===== config.mk =====
export PLATFORM = sky130hd
export DESIGN_NAME = mux_sel_seq
export DESIGN_NICKNAME = d
export VERILOG_FILES = /design/src/rtl/mux_sel_seq.sv
export SDC_FILE = /design/constraint.sdc
export NUM_CORES = 1
export LEC_CHECK = 0
export ABC_AREA = 1
export ABC_CLOCK_PERIOD_IN_PS = 2000
export BUFFER_PORTS_ARGS = -buffer_cell sky130_fd_sc_hd__buf_2
export CORE_ASPECT_RATIO = 1.5
export CORE_MARGIN = 2
export CORE_UTILIZATION = 47
export DETAILED_ROUTE_END_ITERATION = 12
export PLACE_DENSITY_LB_ADDON = 0.12
export SLEW_MARGIN = 10
export SYNTH_ARGS = -nofsm -noshare
export SYNTH_HDL_FRONTEND = slang
export SYNTH_SLANG_ARGS = --single-unit

===== constraint.sdc =====
create_clock -name clk -period 2 [get_ports clk]
set_input_delay 0.4 -clock clk [delete_from_list [all_inputs] [get_ports clk]]
set_output_delay 0.4 -clock clk [all_outputs]
set_load 0.05 [all_outputs]

===== src/rtl/mux_sel_seq.sv =====
// rtl/mux_sel_seq.sv - channel-scanning select sequencer for a downstream 4:1 mux
//
// Purpose: after start, steps {sel1,sel0} through the channels enabled in
// ch_mask. Each channel is held for DWELL cycles. The final dwell cycle of
// each channel is flagged with sample, and the final cycle of each sweep is
// also flagged with sweep_done.
//
// Ports:
//   clk         rising-edge clock
//   rst_n       asynchronous active-low reset
//   oneshot     (only with MUX_SEL_SEQ_ONESHOT_EN) latched with start; stop after one sweep
//   start       level request to begin scanning, honoured only when idle
//   stop        abort scanning, honoured in any state
//   ch_mask     channel enables, bit n enables mux input n
//   sel1/sel0   registered mux select MSB/LSB
//   busy        high while scanning
//   sample      strobe on the final dwell cycle of each channel
//   sweep_done  strobe on the final dwell cycle of the last channel before wrap
//
// Optional feature macro: MUX_SEL_SEQ_ONESHOT_EN
//
// Every output is a flop. sample/sweep_done are therefore computed one cycle
// ahead from the next-state values. sweep_done uses the ch_mask seen on the
// edge that enters the final dwell cycle. The channel advance uses the ch_mask
// seen on the edge that leaves that cycle.

module mux_sel_seq #(
  parameter int DWELL = 4
) (
  input  logic       clk,
  input  logic       rst_n,
`ifdef MUX_SEL_SEQ_ONESHOT_EN
  input  logic       oneshot,
`endif
  input  logic       start,
  input  logic       stop,
  input  logic [3:0] ch_mask,
  output logic       sel1,
  output logic       sel0,
  output logic       busy,
  output logic       sample,
  output logic       sweep_done
);

  typedef enum logic {
    IDLE = 1'b0,
    SCAN = 1'b1
  } state_t;

  localparam logic [7:0] LAST = 8'(DWELL - 1);

  state_t     state_q, state_d;
  logic [7:0] cnt_q, cnt_d;
  logic [1:0] sel_q, sel_d;
  logic       busy_q, busy_d;
  logic       sample_q, sample_d;
  logic       sweep_q, sweep_d;
  logic       os_q;

  // Lowest enabled channel; used when a scan starts.
  function automatic logic [1:0] lowest_ch(input logic [3:0] m);
    casez (m)
      4'b???1: lowest_ch = 2'd0;
      4'b??10: lowest_ch = 2'd1;
      4'b?100: lowest_ch = 2'd2;
      default: lowest_ch = 2'd3;
    endcase
  endfunction

  // Next enabled channel above cur, wrapping 3->0. cur itself is tried last.
  function automatic logic [1:0] next_ch(input logic [1:0] cur, input logic [3:0] m);
    logic [1:0] c1, c2, c3;
    c1 = cur + 2'd1;
    c2 = cur + 2'd2;
    c3 = cur + 2'd3;
    if (m[c1])      next_ch = c1;
    else if (m[c2]) next_ch = c2;
    else if (m[c3]) next_ch = c3;
    else            next_ch = cur;
  endfunction

  // True when no enabled channel sits above cur, so the next advance wraps.
  // This also holds for an empty mask, which ends the scan with sweep_done.
  function automatic logic none_above(input logic [1:0] cur, input logic [3:0] m);
    none_above = ~|(m & (4'b1110 << cur));
  endfunction

`ifdef MUX_SEL_SEQ_ONESHOT_EN
  logic os_d;
`else
  assign os_q = 1'b0;
`endif

  always_comb begin
    state_d = state_q;
    cnt_d   = cnt_q;
    sel_d   = sel_q;
`ifdef MUX_SEL_SEQ_ONESHOT_EN
    os_d    = os_q;
`endif
    case (state_q)
      IDLE: begin
        if (start && !stop && (ch_mask != 4'b0000)) begin
          state_d = SCAN;
          cnt_d   = 8'd0;
          sel_d   = lowest_ch(ch_mask);
`ifdef MUX_SEL_SEQ_ONESHOT_EN
          os_d    = oneshot;
`endif
        end
      end
      SCAN: begin
        if (stop) begin
          state_d = IDLE;
          cnt_d   = 8'd0;
          sel_d   = 2'd0;
        end else if (cnt_q == LAST) begin
          cnt_d = 8'd0;
          // sweep_q is high in this cycle exactly when this advance wraps.
          if ((ch_mask == 4'b0000) || (os_q && sweep_q)) begin
            state_d = IDLE;
            sel_d   = 2'd0;
          end else begin
            sel_d = next_ch(sel_q, ch_mask);
          end
        end else begin
          cnt_d = cnt_q + 8'd1;
        end
      end
      default: begin
        state_d = IDLE;
        cnt_d   = 8'd0;
        sel_d   = 2'd0;
      end
    endcase

    busy_d   = (state_d == SCAN);
    sample_d = (state_d == SCAN) && (cnt_d == LAST);
    sweep_d  = sample_d && none_above(sel_d, ch_mask);
  end

  always_ff @(posedge clk or negedge rst_n) begin
    if (!rst_n) begin
      state_q  <= IDLE;
      cnt_q    <= 8'd0;
      sel_q    <= 2'd0;
      busy_q   <= 1'b0;
      sample_q <= 1'b0;
      sweep_q  <= 1'b0;
    end else begin
      state_q  <= state_d;
      cnt_q    <= cnt_d;
      sel_q    <= sel_d;
      busy_q   <= busy_d;
      sample_q <= sample_d;
      sweep_q  <= sweep_d;
    end
  end

`ifdef MUX_SEL_SEQ_ONESHOT_EN
  always_ff @(posedge clk or negedge rst_n) begin
    if (!rst_n) begin
      os_q <= 1'b0;
    end else begin
      os_q <= os_d;
    end
  end
`endif

  assign sel1       = sel_q[1];
  assign sel0       = sel_q[0];
  assign busy       = busy_q;
  assign sample     = sample_q;
  assign sweep_done = sweep_q;

endmodule


==> results of run 1 <==
## layout by cell type (no fill, tap or decap), types with 2 or more instances in the layout
cell type	instances
nand2_1	50
inv_1	21
nand3_1	19
nor2_1	18
dfrtp_1	13
buf_2	12
nand2_2	9
inv_2	6
o21ai_0	6
nor2_2	4
nand4_1	4
o21ai_1	3
clkbuf_4	3
nand3_2	2
## registers in the layout (all words and copies together) (netlist names)
signal / count
cnt_q: 8
busy: 1
sweep_done: 1
sample: 1
sel_q: 2
## per-layer routing
layer | vias up | GRT usage [%]
met5 | - | 0
met4 | 0 | 13.8
met3 | 12 | 2.02
met2 | 41 | 41.6
met1 | 507 | 24.2
li1 | 554 | -
## synthesized netlist by cell type (all sizes together)
cell type	number	area share, %
nand2	60	24
inv	27	9.6
nor2	22	8.8
nand3	21	11
dfrtp	13	31
o21ai	9	4.3
nand4	4	2.4
buf	2	1.8
a21oi	1	0.48
a31oi	1	0.59
clkinv	1	0.83
ha	1	1.2
nand3b	1	0.71
nor3	1	0.48
nor3b	1	1.2
o211ai	1	0.71
xor2	1	0.83
## per-stage QoR
stage	power, mW	instance area, sq um	setup slack (ns)
floorplan	0.599	1050	0.309
global placement	0.679	1130	0.159
detailed placement	0.683	1130	0.175
CTS	0.847	1160	0.266
global route	0.914	1160	0.0706
finish	0.843	1160	0.244
## worst register-to-register path, stage by stage, from the launching register on
cell and delay, ns:
dfrtp_1 0.39, ha_1 0.28, nand2_2 0.08, nor2_2 0.11, nand2_2 0.09, nand2_2 0.14, inv_2 0.06, a31oi_1 0.21
inv_1 0.08, nor3_1 0.21
## worst max-delay path by stage
stage	startpoint	endpoint	cells past startpoint
6_report	cnt_q[1]	sample	9
3_3_place_gp	ch_mask[2]	sample	10
2_1_floorplan	busy	sweep_done	10
4_1_cts	cnt_q[1]	sample	9
3_5_place_dp	ch_mask[2]	sample	10
5_1_grt	cnt_q[1]	sample	9
## layout make-up
class	instances	area, sq um
fillers	242	1020
multi-input cells	124	598
flip-flops and latches	13	325
inverters	28	110
repair buffers	13	67.6
well taps	23	28.8
clock buffers	4	26.3
## logic make-up (layout without fill, tap and decap cells)
| logic type | count (synthesis) | count (layout) | share of synthesized area, % |
|---|---|---|---|
| AOI/OAI and AO/OA | 12 | 12 | 6.06 |
| xor gates and xnor gates | 1 | 1 | 0.832 |
| adders and majority gates | 1 | 1 | 1.19 |
| buffers and inverters | 30 | 45 | 12.2 |
| DFF | 13 | 13 | 30.9 |
| and+or+nand+nor | 110 | 110 | 48.7 |
## where the power goes
group	switching [mW]	total (mW)	internal [mW]
Sequential	0.0387	0.325	0.287
Combinational	0.240	0.353	0.113
Clock	0.0865	0.164	0.0774
Total	0.366	0.843	0.477
==> reports/qor.csv, run 1 <==
metric;value;unit
port_buffers;12;
wl_met2;1.45;mm
postSynthAreaPerCell;6.30;sq um
drive_gt1_share;22.0;%
rows;21;
cts.sinks;13;
totalNegativeSetupSlack;0;ns
relSlewSlack;78.4;%
setup-violations-final;0;
yosys_warnings;0;
worstPathRequired;2.17;ns
die_x;42.6;um
routed_wl;2.65;mm
cts.path.max_buffers;2;
die_area;2640;sq um
r2r_cells;9;
hold_ws;-0.00568;ns
ant_nets;0;
clk_latency;0.28;ns
syn_nets;176;
dp_cells;201;
cts_setup_buffers;0;
firstDrtPassIters;5;
die_y;62.0;um
reg2reg_from;cnt_q[1];
seq_area_frac_synth;30.9;%
pin_count;13;
cts_resized;0;
clock-skew-final;0.00196;ns
criticalPathCategory;reg -> reg;
fmax;570;MHz
hold_violations;8;
drt-met1-wl;999;um
max-cap-violations;0;
grt_pass1_wl;4.39;mm
area_growth;9.87;%
tightest_slew;0.323;ns
cp_max_fo;5;
rsz0062_at_grt;no;
cp_common_cell;nand2_2;
met3WireLength;99;um
initial_core_util;48.3;%
synth_area;1050;sq um
num_vias;1114;
grt_max_degree;14;
drt_iter0_drc;50;
first_global_vias;1015;
wl_per_cell;12.9;um
antenna_cells;0;
remaining_drc_errors;0;
final_util;53.0;%
end_kind;flop;
cpPeakStageDelay;0.39;ns
violations;hold timing;
ir_drop;0.000537;V
ys_ff_latch;13;
numCtsBuffers;3;
cpMaxStageDelayCell;dfrtp_1;
path_cells;ha_1 -> nand2_2 -> nor2_2 -> nand2_2 -> nand2_2 -> inv_2 -> a31oi_1 -> inv_1 -> nor3_1;
worst-path-buf-inv;2;
slew_viol_final;0;
holdBufCountCts;0;
overflow;0;
place.gp.congestion;0.939;
dp_hpwl;2.13;mm
cts-root-buf;clkbuf_4;
viasPerCell;5.43;
synthCells;167;
fin_crit;1.76;ns
instances_no_fill;205;
r2r_slack;0.24;ns
cts_tree;yes;
rr_endpoint;sample;
status;finished, violations left;
core;2180;sq um
p_per_area;729;nW/um^2
p_leak;0.678;nW
cts_htree_levels;1;
track_usage;22.3;%
clk_pin_slew;0.08;ns
critical_path.startpoint_type;flop;
crit_arrival;1.93;ns
yosysUniqueCellTypes;24;
nNetsFinal;192;
antenna_found_initial;0;
path_delay_family;simple AND/OR/NAND/NOR gates;
highest_layer;met4;
holdCritPathClass;in -> async;
period_share;87.8;%
No activity file was read; power rests on OpenSTA's default activity.
==> run 2, diff against run 1 <==
--- a/config.mk
+++ b/config.mk
@@ -13,6 +13,7 @@
 export CORE_UTILIZATION = 47
 export DETAILED_ROUTE_END_ITERATION = 12
 export PLACE_DENSITY_LB_ADDON = 0.12
+export RECOVER_POWER = 50
 export SLEW_MARGIN = 10
 export SYNTH_ARGS = -nofsm -noshare
 export SYNTH_HDL_FRONTEND = slang
==> reports/qor.csv, run 2 (synthesis results as in run 1) <==
metric;value;unit;change
status;completed;;was finished, violations left
totalNegativeSetupSlack;0;ns;unchanged
routed_wl;2.66;mm;was 2.65 mm
cts-root-buf;clkbuf_4;;unchanged
holdBufCountCts;0;;unchanged
switching_share;43.5;%;was 43.4%
pin_count;13;;unchanged
hold_violations;0;;was 8
die_x;42.6;um;unchanged
slew_viol_final;0;;unchanged
fin_crit;1.76;ns;about the same
numCtsBuffers;3;;unchanged
cts.path.max_buffers;2;;unchanged
ir_drop;0.000538;V;was 0.000537 V
regArea;325;sq um;unchanged
ant_nets;0;;unchanged
relSlewSlack;51.8;%;was 78.4%
clk_pin_slew;0.08;ns;about the same
drt_iter0_drc;50;;unchanged
place.gp.congestion;0.939;;unchanged
worstPathRequired;2.18;ns;was 2.17 ns
p_int;476;uW;was 477 uW
path_cells;ha_1 -> nand2_2 -> nor2_2 -> nand2_2 -> nand2_2 -> inv_2 -> a31oi_1 -> inv_1 -> nor3_1;;unchanged
instances_no_fill;205;;unchanged
antenna_cells;0;;unchanged
rows;21;;unchanged
crit_arrival;1.93;ns;about the same
critical_path.startpoint_type;flop;;unchanged
die_area;2640;sq um;unchanged
drive_gt1_share;20.9;%;was 22.0%
pwr-share-seq;38.6;%;about the same
fin_ws;0.242;ns;was 0.244 ns
antenna_found_initial;0;;unchanged
dp_cells;201;;unchanged
p_per_area;731;nW/um^2;was 729 nW/um^2
largest_register;cnt_q;;unchanged
cts_setup_buffers;0;;unchanged
wl_per_cell;13.0;um;was 12.9 um
period_share;87.9;%;was 87.8%
cpMaxStageDelayCell;dfrtp_1;;unchanged
initial_core_util;48.3;%;unchanged
power;843;uW;about the same
viasPerCell;5.42;;was 5.43
pre_cts_ws;0.175;ns;unchanged
grt_pass1_wl;4.39;mm;unchanged
fmax;569;MHz;was 570 MHz
largest_reg_flops;8;;unchanged
firstDrtPassIters;4;;was 5
die_y;62.0;um;unchanged
comb_power_share;41.9;%;about the same
remaining_drc_errors;0;;unchanged
mostFrequentLayoutCell;nand2_1;;unchanged
cts_htree_levels;1;;unchanged
final_cell_mix;nand2_1, inv_1, nand3_1;;unchanged
holdCritPathClass;in -> async;;unchanged
fill_cells;244;;was 242
multi_input_area;598;sq um;unchanged
r2r_slack;0.24;ns;about the same
p_clk_share;19.5;%;about the same
clock-skew-final;0.00174;ns;was 0.00196 ns
nNetsFinal;192;;unchanged
cts_tree;yes;;unchanged
cts.sinks;13;;unchanged
num_vias;1112;;was 1,114
max-cap-violations;0;;unchanged
clk_latency;0.28;ns;about the same
end_kind;flop;;unchanged
overflow;0;;unchanged
grt_max_degree;14;;unchanged
path_delay_family;simple AND/OR/NAND/NOR gates;;unchanged
port_buffers;12;;unchanged
first_global_vias;1015;;unchanged
worst-path-buf-inv;2;;unchanged
tightest_slew;0.724;ns;was 0.323 ns
rsz0062_at_grt;no;;unchanged
cp_max_fo;5;;unchanged
area_growth;9.63;%;was 9.87%
setup-violations-final;0;;unchanged
cpPeakStageDelay;0.39;ns;about the same
track_usage;22.3;%;unchanged
cp_common_cell;nand2_2;;unchanged
dp_hpwl;2.13;mm;unchanged
p_leak;0.671;nW;was 0.678 nW
switching_power;367;uW;was 366 uW
top_regs;cnt_q: 8 flops, sel_q: 2 flops;;unchanged
core;2180;sq um;unchanged
cts_resized;0;;unchanged
criticalPathCategory;reg -> reg;;unchanged
-- run 2: cell count changes in the layout (fill, tap and decap cells not counted) --
cell      before  now
clkbuf_1       1    3
buf_2         12   10
-- run 2: metal layers --
layer	vias to the layer above	global-route usage (%)	part of all wire (%)
met3	10	2.02	3.5
met2	35	41.6	55
li1	554	-	-
met4	0	13.8	3.4
met1	513	24.2	38
met5	-	0	0
-- run 2: power by group through the flow --
| stage | logic, mW | registers, mW | clock network [mW] |
|---|---|---|---|
| 2_1_floorplan | 0.241 | 0.357 | 0 |
| 5_1_grt | 0.403 | 0.331 | 0.180 |
| 6_report | 0.353 | 0.325 | 0.164 |
| 4_1_cts | 0.356 | 0.324 | 0.167 |
| 3_3_place_gp | 0.352 | 0.327 | 0 |
| 3_5_place_dp | 0.353 | 0.330 | 0 |
-- run 2: through the flow --
stage,cell area (sq um),hold slack (ns),utilization [%]
finish,1150,0.143,52.9
global route,1150,0.204,52.9
detailed placement,1130,0.304,51.8
CTS,1160,0.00424,53.0
global placement,1130,0.304,51.8
floorplan,1050,0.104,-
-- run 2: area by class of cell --
class,count,area share (%)
clock buffers,4,2.28
inverters,28,9.54
multi-input cells,124,51.8
flip-flops and latches,13,28.2
well taps,23,2.49
repair buffers,13,5.64
-- run 2: path summary, 6_finish.rpt --
check	startpoint	end	depth (start not counted)
setup / recovery	cnt_q[1]	sample	9
setup reg to reg	cnt_q[1]	sample	9
min in group clk	stop	cnt_q[2]	4
hold reg to reg	cnt_q[4]	cnt_q[4]	2
hold / removal	rst_n	cnt_q[0]	1
max in group asynchronous	rst_n	cnt_q[2]	1
==> run 3, diff against run 2 <==
--- a/config.mk
+++ b/config.mk
@@ -7,11 +7,12 @@
 export LEC_CHECK = 0
 export ABC_AREA = 1
 export ABC_CLOCK_PERIOD_IN_PS = 2000
-export BUFFER_PORTS_ARGS = -buffer_cell sky130_fd_sc_hd__buf_2
+export BUFFER_PORTS_ARGS = -buffer_cell sky130_fd_sc_hd__clkbuf_2
 export CORE_ASPECT_RATIO = 1.5
 export CORE_MARGIN = 2
 export CORE_UTILIZATION = 47
 export DETAILED_ROUTE_END_ITERATION = 12
+export GPL_TIMING_DRIVEN = 1
 export PLACE_DENSITY_LB_ADDON = 0.12
 export RECOVER_POWER = 50
 export SLEW_MARGIN = 10
==> reports/qor.csv, run 3 (synthesis results as in run 1) <==
metric;value;unit;change
status;completed;;unchanged
switching_share;43.0;%;was 43.5%
criticalPathCategory;reg -> reg;;unchanged
die_area;2640;sq um;unchanged
dp_hpwl;2.13;mm;about the same
wl_per_cell;12.6;um;was 13.0 um
nNetsFinal;192;;unchanged
mostFrequentLayoutCell;nand2_1;;unchanged
holdCritPathClass;in -> async;;unchanged
ant_nets;0;;unchanged
rsz0062_at_grt;no;;unchanged
firstDrtPassIters;4;;unchanged
drive_gt1_share;21.4;%;was 20.9%
cpMaxStageDelayCell;dfrtp_1;;unchanged
final_util;53.0;%;was 52.9%
fin_ws;0.299;ns;was 0.242 ns
track_usage;22.6;%;was 22.3%
cpPeakStageDelay;0.41;ns;was 0.39 ns
setup-violations-final;0;;unchanged
period_share;85.1;%;was 87.9%
relSlewSlack;51.9;%;was 51.8%
hold_violations;0;;unchanged
pin_count;13;;unchanged
grt_pass1_wl;4.51;mm;was 4.39 mm
clock-skew-final;0.00145;ns;was 0.00174 ns
overflow;0;;unchanged
p_int;476;uW;about the same
first_global_vias;1022;;was 1,015
routed_wl;2.59;mm;was 2.66 mm
cts.path.max_buffers;2;;unchanged
clk_latency;0.27;ns;was 0.28 ns
core;2180;sq um;unchanged
place.gp.congestion;0.971;;was 0.939
cts_htree_levels;1;;unchanged
num_vias;1080;;was 1,112
totalNegativeSetupSlack;0;ns;unchanged
cts_tree;yes;;unchanged
cp_common_cell;nand2_2;;unchanged
die_y;62.0;um;unchanged
ir_drop;0.000538;V;about the same
final_cell_mix;nand2_1, inv_1, nand3_1;;unchanged
cts-root-buf;clkbuf_4;;unchanged
switching_power;359;uW;was 367 uW
fin_crit;1.70;ns;was 1.76 ns
rows;21;;unchanged
instances_no_fill;205;;unchanged
die_x;42.6;um;unchanged
cts_setup_buffers;0;;unchanged
cts_resized;0;;unchanged
largest_reg_flops;8;;unchanged
antenna_cells;0;;unchanged
largest_register;cnt_q;;unchanged
cts.sinks;13;;unchanged
pwr-share-seq;38.9;%;was 38.6%
max-cap-violations;0;;unchanged
drt_iter0_drc;25;;was 50
top_regs;cnt_q: 8 flops, sel_q: 2 flops;;unchanged
numCtsBuffers;3;;unchanged
pre_cts_ws;0.212;ns;was 0.175 ns
fill_cells;246;;was 244
cp_max_fo;5;;unchanged
area_growth;9.75;%;was 9.63%
port_buffers;12;;unchanged
viasPerCell;5.27;;was 5.42
post-route-cell-area;1150;sq um;about the same
placed_cell_area;1130;sq um;unchanged
end_kind;flop;;unchanged
slew_viol_final;0;;unchanged
path_cells;ha_1 -> nand2_2 -> nor2_2 -> nand2_2 -> nand2_2 -> nand2_2 -> nand2_2 -> nor2_2 -> nand3_1 -> nor2_1 -> nand3_1 -> nor2_1;;was ha_1 -> nand2_2 -> nor2_2 -> nand2_2 -> nand2_2 -> inv_2 -> a31oi_1 -> inv_1 -> nor3_1
clk_pin_slew;0.08;ns;about the same
fmax;588;MHz;was 569 MHz
tightest_slew;0.721;ns;was 0.724 ns
holdBufCountCts;0;;unchanged
crit_arrival;1.91;ns;was 1.93 ns
antenna_found_initial;0;;unchanged
p_clk_share;19.2;%;was 19.5%
grt_max_degree;14;;unchanged
p_per_area;723;nW/um^2;was 731 nW/um^2
worstPathRequired;2.21;ns;was 2.18 ns
hold_ws;0.151;ns;was 0.143 ns
comb_power_share;42.0;%;was 41.9%
p_leak;0.674;nW;was 0.671 nW
initial_core_util;48.3;%;unchanged
critical_path.startpoint_type;flop;;unchanged
dp_cells;201;;unchanged
remaining_drc_errors;0;;unchanged
power;835;uW;was 843 uW
==> run 3: changes by cell type in the layout (fill, tap and decap cells not counted), sizes merged <==
cell,previous run,this run
buf,11,1
clkbuf,6,16
==> run 3: worst paths after layout <==
kind | from | endpoint | slack [ns] | cells after the start
min | rst_n | cnt_q[0] | 0.15 | 1
min in group clk | stop | cnt_q[2] | 0.51 | 4
max reg2reg | cnt_q[1] | sweep_done | 0.30 | 12
max | cnt_q[1] | sweep_done | 0.30 | 12
min reg2reg | busy | busy | 0.62 | 1
max in group asynchronous | rst_n | cnt_q[2] | 1.39 | 1
==> run 3: layout make-up <==
type                       instances  area (sq um)  share of cell area [%]
sequential                        13           325                    28.2
inverter                          28           110                    9.53
tap                               23          28.8                    2.49
clock buffer                       4          26.3                    2.28
multi-input combinational        124           598                    51.8
timing repair buffer              13          66.3                    5.74
==> run 3: critical path: cells and delay by family, from the launching register on <==
| family | cells | cell delay (ns) |
|---|---|---|
| fa+ha+maj | 1 | 0.27 |
| flops | 1 | 0.41 |
| simple gates | 11 | 0.96 |
==> run 3: power groups by stage <==
stage               Sequential (mW)  Combinational, mW  Clock (mW)
finish                        0.324              0.350       0.160
global route                  0.332              0.405       0.179
CTS                           0.324              0.353       0.168
detailed placement            0.330              0.352           0
global placement              0.328              0.352           0
floorplan                     0.357              0.241           0
==> run 3: routing by layer <==
| layer | track usage, % | part of all wire (%) | wire length, um |
|---|---|---|---|
| met5 | 0 | 0 | 0 |
| met1 | 24.7 | 39 | 1000 |
| met4 | 10.7 | 3.7 | 95 |
| met2 | 43.1 | 55 | 1430 |
| met3 | 2.89 | 2.3 | 59 |
